===== src/rtl/ray_dir_stream_gen_if.sv =====
// Ray stream bundle: valid/ready handshake plus per-beat direction,
// pixel coordinates and frame/line markers.
interface ray_dir_stream_gen_if #(
  parameter int OUT_W = 32,
  parameter int DIM_W = 13
);
  logic                    out_valid;
  logic                    out_ready;
  logic signed [OUT_W-1:0] ray_dir_x;
  logic signed [OUT_W-1:0] ray_dir_y;
  logic signed [OUT_W-1:0] ray_dir_z;
  logic [DIM_W-1:0]        pix_x;
  logic [DIM_W-1:0]        pix_y;
  logic                    sof;
  logic                    eol;
  logic                    eof;

  modport master (
    output out_valid, ray_dir_x, ray_dir_y, ray_dir_z,
    output pix_x, pix_y, sof, eol, eof,
    input  out_ready
  );

  modport slave (
    input  out_valid, ray_dir_x, ray_dir_y, ray_dir_z,
    input  pix_x, pix_y, sof, eol, eof,
    output out_ready
  );
endinterface


===== src/rtl/ray_dir_stream_gen.sv =====
// Raster-order primary-ray direction stream built by incremental add/sub.
// Optional RAYGEN_ABORT_EN adds abort input and aborted output.
module ray_dir_stream_gen #(
  parameter int VEC_W = 11,
  parameter int DIM_W = 13,
  parameter int OUT_W = 32
) (
  input  logic                    clk,
  input  logic                    reset_n,
  input  logic                    start,
  input  logic signed [VEC_W-1:0] cam_dir_x,
  input  logic signed [VEC_W-1:0] cam_dir_y,
  input  logic signed [VEC_W-1:0] cam_dir_z,
  input  logic signed [VEC_W-1:0] cam_right_x,
  input  logic signed [VEC_W-1:0] cam_right_y,
  input  logic signed [VEC_W-1:0] cam_right_z,
  input  logic signed [VEC_W-1:0] cam_up_x,
  input  logic signed [VEC_W-1:0] cam_up_y,
  input  logic signed [VEC_W-1:0] cam_up_z,
  input  logic [DIM_W-1:0]        image_width,
  input  logic [DIM_W-1:0]        image_height,
`ifdef RAYGEN_ABORT_EN
  input  logic                    abort,
  output logic                    aborted,
`endif
  output logic                    busy,
  output logic                    done,
  ray_dir_stream_gen_if.master    rays
);

  typedef enum logic [1:0] {IDLE, INIT, RUN, FIN} state_t;

  function automatic logic signed [OUT_W-1:0] sx(
    input logic signed [VEC_W-1:0] v
  );
    return {{(OUT_W-VEC_W){v[VEC_W-1]}}, v};
  endfunction

  state_t state;
  logic signed [OUT_W-1:0] dx, dy, dz;
  logic signed [OUT_W-1:0] rx, ry, rz;
  logic signed [OUT_W-1:0] ux, uy, uz;
  logic signed [OUT_W-1:0] bx, by, bz;
  logic signed [OUT_W-1:0] ox, oy, oz;
  logic [DIM_W-1:0] w, h, px, py;
  logic valid;

  logic signed [OUT_W-1:0] hw, hh, ix, iy, iz;
  logic last_col, last_row, xfer, kill;

  // Half extents are the only multiplier operands; used in INIT alone.
  assign hw = {{(OUT_W-DIM_W+1){1'b0}}, w[DIM_W-1:1]};
  assign hh = {{(OUT_W-DIM_W+1){1'b0}}, h[DIM_W-1:1]};
  assign ix = dx - rx * hw + ux * hh;
  assign iy = dy - ry * hw + uy * hh;
  assign iz = dz - rz * hw + uz * hh;

  assign last_col = (px == w - DIM_W'(1));
  assign last_row = (py == h - DIM_W'(1));
  assign xfer     = valid & rays.out_ready;

`ifdef RAYGEN_ABORT_EN
  logic ab_flag;
  assign kill = abort;
`else
  assign kill = 1'b0;
`endif

  assign rays.out_valid = valid;
  assign rays.ray_dir_x = ox;
  assign rays.ray_dir_y = oy;
  assign rays.ray_dir_z = oz;
  assign rays.pix_x     = px;
  assign rays.pix_y     = py;
  assign rays.sof       = valid & (px == '0) & (py == '0);
  assign rays.eol       = valid & last_col;
  assign rays.eof       = valid & last_col & last_row;

  always_ff @(posedge clk) begin
    if (!reset_n) begin
      state <= IDLE;
      {dx, dy, dz, rx, ry, rz} <= '0;
      {ux, uy, uz, bx, by, bz} <= '0;
      {ox, oy, oz} <= '0;
      {w, h, px, py} <= '0;
      valid <= 1'b0;
      busy  <= 1'b0;
      done  <= 1'b0;
`ifdef RAYGEN_ABORT_EN
      ab_flag <= 1'b0;
      aborted <= 1'b0;
`endif
    end else begin
      done <= 1'b0;
`ifdef RAYGEN_ABORT_EN
      aborted <= 1'b0;
`endif
      unique case (state)
        IDLE: begin
          if (start) begin
            dx <= sx(cam_dir_x);
            dy <= sx(cam_dir_y);
            dz <= sx(cam_dir_z);
            rx <= sx(cam_right_x);
            ry <= sx(cam_right_y);
            rz <= sx(cam_right_z);
            ux <= sx(cam_up_x);
            uy <= sx(cam_up_y);
            uz <= sx(cam_up_z);
            w  <= image_width;
            h  <= image_height;
            busy <= 1'b1;
            if (image_width == '0 || image_height == '0)
              state <= FIN;
            else
              state <= INIT;
          end
        end
        INIT: begin
          if (kill) begin
            state <= FIN;
`ifdef RAYGEN_ABORT_EN
            ab_flag <= 1'b1;
`endif
          end else begin
            {bx, by, bz} <= {ix, iy, iz};
            {ox, oy, oz} <= {ix, iy, iz};
            px    <= '0;
            py    <= '0;
            valid <= 1'b1;
            state <= RUN;
          end
        end
        RUN: begin
          if (xfer && last_col && last_row) begin
            valid <= 1'b0;
            state <= FIN;
          end else if (kill) begin
            valid <= 1'b0;
            state <= FIN;
`ifdef RAYGEN_ABORT_EN
            ab_flag <= 1'b1;
`endif
          end else if (xfer) begin
            if (!last_col) begin
              px <= px + DIM_W'(1);
              ox <= ox + rx;
              oy <= oy + ry;
              oz <= oz + rz;
            end else begin
              px <= '0;
              py <= py + DIM_W'(1);
              bx <= bx - ux;
              by <= by - uy;
              bz <= bz - uz;
              ox <= bx - ux;
              oy <= by - uy;
              oz <= bz - uz;
            end
          end
        end
        FIN: begin
          done  <= 1'b1;
          busy  <= 1'b0;
          state <= IDLE;
`ifdef RAYGEN_ABORT_EN
          aborted <= ab_flag;
          ab_flag <= 1'b0;
`endif
        end
        default: state <= IDLE;
      endcase
    end
  end

endmodule


===== src/flat_wrapper.sv =====
// flat-port wrapper written by rule: the top's interface ports become plain ports
module ray_dir_stream_gen_flat 
#(
  parameter int VEC_W = 11,
  parameter int DIM_W = 13,
  parameter int OUT_W = 32
)
  (clk, reset_n, start, cam_dir_x, cam_dir_y, cam_dir_z, cam_right_x, cam_right_y, cam_right_z, cam_up_x, cam_up_y, cam_up_z, image_width, image_height, busy, done, rays_out_valid, rays_ray_dir_x, rays_ray_dir_y, rays_ray_dir_z, rays_pix_x, rays_pix_y, rays_sof, rays_eol, rays_eof, rays_out_ready);
  ray_dir_stream_gen_if #(.OUT_W(OUT_W), .DIM_W(DIM_W)) rays_i ();
  input  logic clk;
  input  logic reset_n;
  input  logic start;
  input  logic signed [VEC_W-1:0] cam_dir_x;
  input  logic signed [VEC_W-1:0] cam_dir_y;
  input  logic signed [VEC_W-1:0] cam_dir_z;
  input  logic signed [VEC_W-1:0] cam_right_x;
  input  logic signed [VEC_W-1:0] cam_right_y;
  input  logic signed [VEC_W-1:0] cam_right_z;
  input  logic signed [VEC_W-1:0] cam_up_x;
  input  logic signed [VEC_W-1:0] cam_up_y;
  input  logic signed [VEC_W-1:0] cam_up_z;
  input  logic [DIM_W-1:0] image_width;
  input  logic [DIM_W-1:0] image_height;
  output logic busy;
  output logic done;
  output wire logic [$bits(rays_i.out_valid)-1:0] rays_out_valid;
  output wire logic [$bits(rays_i.ray_dir_x)-1:0] rays_ray_dir_x;
  output wire logic [$bits(rays_i.ray_dir_y)-1:0] rays_ray_dir_y;
  output wire logic [$bits(rays_i.ray_dir_z)-1:0] rays_ray_dir_z;
  output wire logic [$bits(rays_i.pix_x)-1:0] rays_pix_x;
  output wire logic [$bits(rays_i.pix_y)-1:0] rays_pix_y;
  output wire logic [$bits(rays_i.sof)-1:0] rays_sof;
  output wire logic [$bits(rays_i.eol)-1:0] rays_eol;
  output wire logic [$bits(rays_i.eof)-1:0] rays_eof;
  input wire logic [$bits(rays_i.out_ready)-1:0] rays_out_ready;
  assign rays_out_valid = rays_i.out_valid;
  assign rays_ray_dir_x = rays_i.ray_dir_x;
  assign rays_ray_dir_y = rays_i.ray_dir_y;
  assign rays_ray_dir_z = rays_i.ray_dir_z;
  assign rays_pix_x = rays_i.pix_x;
  assign rays_pix_y = rays_i.pix_y;
  assign rays_sof = rays_i.sof;
  assign rays_eol = rays_i.eol;
  assign rays_eof = rays_i.eof;
  assign rays_i.out_ready = rays_out_ready;
  ray_dir_stream_gen #(.VEC_W(VEC_W), .DIM_W(DIM_W), .OUT_W(OUT_W)) u_core (.clk(clk), .reset_n(reset_n), .start(start), .cam_dir_x(cam_dir_x), .cam_dir_y(cam_dir_y), .cam_dir_z(cam_dir_z), .cam_right_x(cam_right_x), .cam_right_y(cam_right_y), .cam_right_z(cam_right_z), .cam_up_x(cam_up_x), .cam_up_y(cam_up_y), .cam_up_z(cam_up_z), .image_width(image_width), .image_height(image_height), .busy(busy), .done(done), .rays(rays_i));
endmodule

===== config.mk =====
export PLATFORM = sky130hd
export DESIGN_NAME = ray_dir_stream_gen_flat
export DESIGN_NICKNAME = d
export VERILOG_FILES = /design/src/rtl/ray_dir_stream_gen_if.sv /design/src/rtl/ray_dir_stream_gen.sv /design/src/flat_wrapper.sv
export SDC_FILE = /design/constraint.sdc
export NUM_CORES = 2
export LEC_CHECK = 0
export ABC_AREA = 1
export CAP_MARGIN = 20
export CORE_MARGIN = 2
export CORE_UTILIZATION = 55
export CTS_CLUSTER_SIZE = 12
export DETAILED_ROUTE_END_ITERATION = 16
export GPL_TIMING_DRIVEN = 0
export MAX_ROUTING_LAYER = met4
export PLACE_DENSITY = 0.84
export SLEW_MARGIN = 10
export SYNTH_ARGS = -nofsm -noshare
export SYNTH_HDL_FRONTEND = slang
export SYNTH_SLANG_ARGS = --single-unit

===== constraint.sdc =====
create_clock -name clk -period 14.8 [get_ports clk]
set_input_delay 2.96 -clock clk [delete_from_list [all_inputs] [get_ports clk]]
set_output_delay 2.96 -clock clk [all_outputs]
set_load 0.02 [all_outputs]

==> flow_summary.toml <==
[status]
status = "complete, no violations"

[yosys]
syn_inst = 10000
synth_top_area_share_pct = 19.1
synth-seq-cells = 348
synthTopCellsByArea = "fa_1, nand2_1, ha_1"
yosysWarnings = 0
yosysTopAreaCell = "fa_1"
synth-main-ff-cell = "dfxtp_1"
synth_edf_count = 0
ys_types = 54
syn_nets = 11500
async_flop_share_pct = 0
avgSynthCellArea_sq_um = 6.45
netlist_area_sq_um = 64600
seq_area_frac_synth_pct = 10.8

[clocking]
cts_tree = "built"
clk_latency_ns = 0.69
cts.htree.levels = 2
clockBufferDepth = 3
cts_setup_buffers = 0
ctsResizeCount = 0
ctsHoldBuffers = 0
cts-root-buf = "clkbuf_16"
clkTransAtPathRegs_ns = 0.07
cts.sinks = 348
cts_buffers = 47

[worst_setup_path]
r2r-end = "u_core.rays.ray_dir_z[28]$_SDFFE_PN0P_"
end_kind = "flip-flop"
critPathArrivalTime_ns = 10.24
reg2reg_slack_ns = 5.16
slowest_delay_ns = 1.00
cpMaxStageDelayCell = "dfxtp_1"
worstPathRequired_ns = 15.40
worstRegToRegCells = 31
cp.depth = 31
crit_family = "adder cells"
critical_path_class = "flip-flop to flip-flop"
r2r_start = "u_core.rz[4]$_SDFFE_PN0P_"
startpoint_type = "flip-flop"
crit_buf_inv = 7
crit_fanout = 10

[timing]
fmax_ghz = 0.104
setup_viol = 0
clock_skew_ns = 0.0630
worst_pin_slew_ns = 1.36
finalMaxSlewViolations = 0
max_slew_margin_pct = 9.50
finalCritPeriodShare_pct = 65.1
min_period_ns = 9.64
fin_tns_setup_ns = 0
whs_ns = 0.485
hold_violations = 0
rsz0062_at_grt = "false"

[global_routing]
grt_pass1_wl_um = 426000
grt-ovfl-total = 0
grt_max_degree = 31
grt_use_total_pct = 49.4
grt_pass1_vias = 66700
antenna_found_initial = 30

[hold_path]
holdPathStages = 2
worst_hold_path_type = "flip-flop to flip-flop"
min_to = "u_core.dy[1]$_SDFFE_PN0P_"
hp-start = "u_core.dy[1]$_SDFFE_PN0P_"

[finish]
layout_common_cells = "nand2_1, inv_1, nor2_1"
syn2layout_area_growth_pct = 9.97
nets = 11800
drive_above_1_share_pct = 2.16
final_cell_area_sq_um = 71000
final_common_cell = "nand2_1"

[routing]
ant_nets = 0
drtIter0Drc = 9628
vias_per_cell = 5.85
drt-wirelength-per-cell_um = 24.8
dr.pass1.iters = 13
num_vias = 69800
wl_um = 296000
drc = 0

[die]
dieWidth_um = 347
start_util_pct = 55.5
ios = 257
num_rows = 125
die_area_sq_um = 120000
fp.coreArea_sq_um = 116000
die_y_um = 347

[placed_design]
place_congestion = 1.13
port_buffers = 255
hpwlAfterDp_um = 245000
postPlaceCellArea_sq_um = 69300

[flow_run]
drv_cap = 0
final cells by class:
cell class,count,area [sq um]
Multi-Input combinational cell,7299,48500
Fill cell,11000,45300
Inverter,2027,7610
Sequential cell,348,6970
Timing Repair Buffer,271,2820
Tap cell,1524,1910
Buffer,340,1500
Clock buffer,55,1270
Clock inverter,29,357
Antenna cell,32,80.1
cells by family (layout without fill, tap and decap cells):
group	count (synthesis)	after routing	share of synthesized area [%]
other	0	32	0
XOR/XNOR	284	284	3.85
AO/OA/AOI/OAI	1167	1167	9.58
buffers and inverters	2367	2722	14.1
adder cells (fa/ha/maj)	1344	1344	33.2
flip-flops	348	348	10.8
AND/OR/NAND/NOR	4504	4504	28.5
metal layers:
layer | vias up | GRT usage, % | routed length, um
met3 | 1106 | 17.6 | 44400
met2 | 4812 | 67.8 | 116000
li1 | 31400 | - | -
met5 | - | - | 0
met1 | 32500 | 61.2 | 111000
met4 | 0 | 31.7 | 24300
state kept, by name, indices dropped and copies added, names as in the netlist, 13 cells and up:
register and count:
u_core.bx 32, u_core.by 32, u_core.rays.ray_dir_y 32, u_core.w 13
u_core.h 13, u_core.bz 32, u_core.rays.pix_x 13, u_core.rays.ray_dir_x 32
u_core.rays.pix_y 13, u_core.rays.ray_dir_z 32
metrics by stage:
stage          cells  util [%]  setup slack [ns]
2_1_floorplan  10000         -              8.05
3_3_place_gp   11800      59.3              4.76
3_5_place_dp   11800      59.5              5.49
4_1_cts        11900      60.9              5.45
5_1_grt        11900      61.0              4.85
6_report       11900      61.0              5.16
Yosys cell counts (7+ instances only):
cell,n
xor2_1,177
xnor2_1,107
nand3b_1,113
o21bai_1,47
nand4_1,70
a31oi_1,13
or2_2,14
nor3_1,56
and2_1,8
o21ai_0,435
nand2_1,2766
buf_1,65
fa_1,617
a21oi_1,593
nor2_1,985
nor2_2,8
inv_1,2015
nor4_1,32
inv_2,7
nand2_2,7
a21boi_0,10
a21o_1,21
dfxtp_1,348
buf_6,15
o211ai_1,18
buf_2,41
buf_4,9
clkbuf_1,209
nand3_1,424
o21a_1,12
ha_1,727
worst max-delay path by stage:
stage | start | to
after floorplan | u_core.ux[10]$_SDFFE_PN0P_ | u_core.rays.ray_dir_x[29]$_SDFFE_PN0P_
after global placement | u_core.ux[10]$_SDFFE_PN0P_ | u_core.rays.ray_dir_x[21]$_SDFFE_PN0P_
after detailed placement | u_core.ux[10]$_SDFFE_PN0P_ | u_core.rays.ray_dir_x[21]$_SDFFE_PN0P_
after CTS | u_core.ux[10]$_SDFFE_PN0P_ | u_core.rays.ray_dir_x[21]$_SDFFE_PN0P_
after global routing | u_core.ux[10]$_SDFFE_PN0P_ | u_core.bx[21]$_SDFFE_PN0P_
final | u_core.rz[4]$_SDFFE_PN0P_ | u_core.rays.ray_dir_z[28]$_SDFFE_PN0P_
worst min-delay path, cell delays in order, from the launching register on:
cell and delay (ns):
dfxtp_1 0.31, inv_1 0.06, a21oi_1 0.07
Power is left out: the tool's default activity adds up to more than one toggle a clock period on the data nets, which glitch-free logic cannot reach.
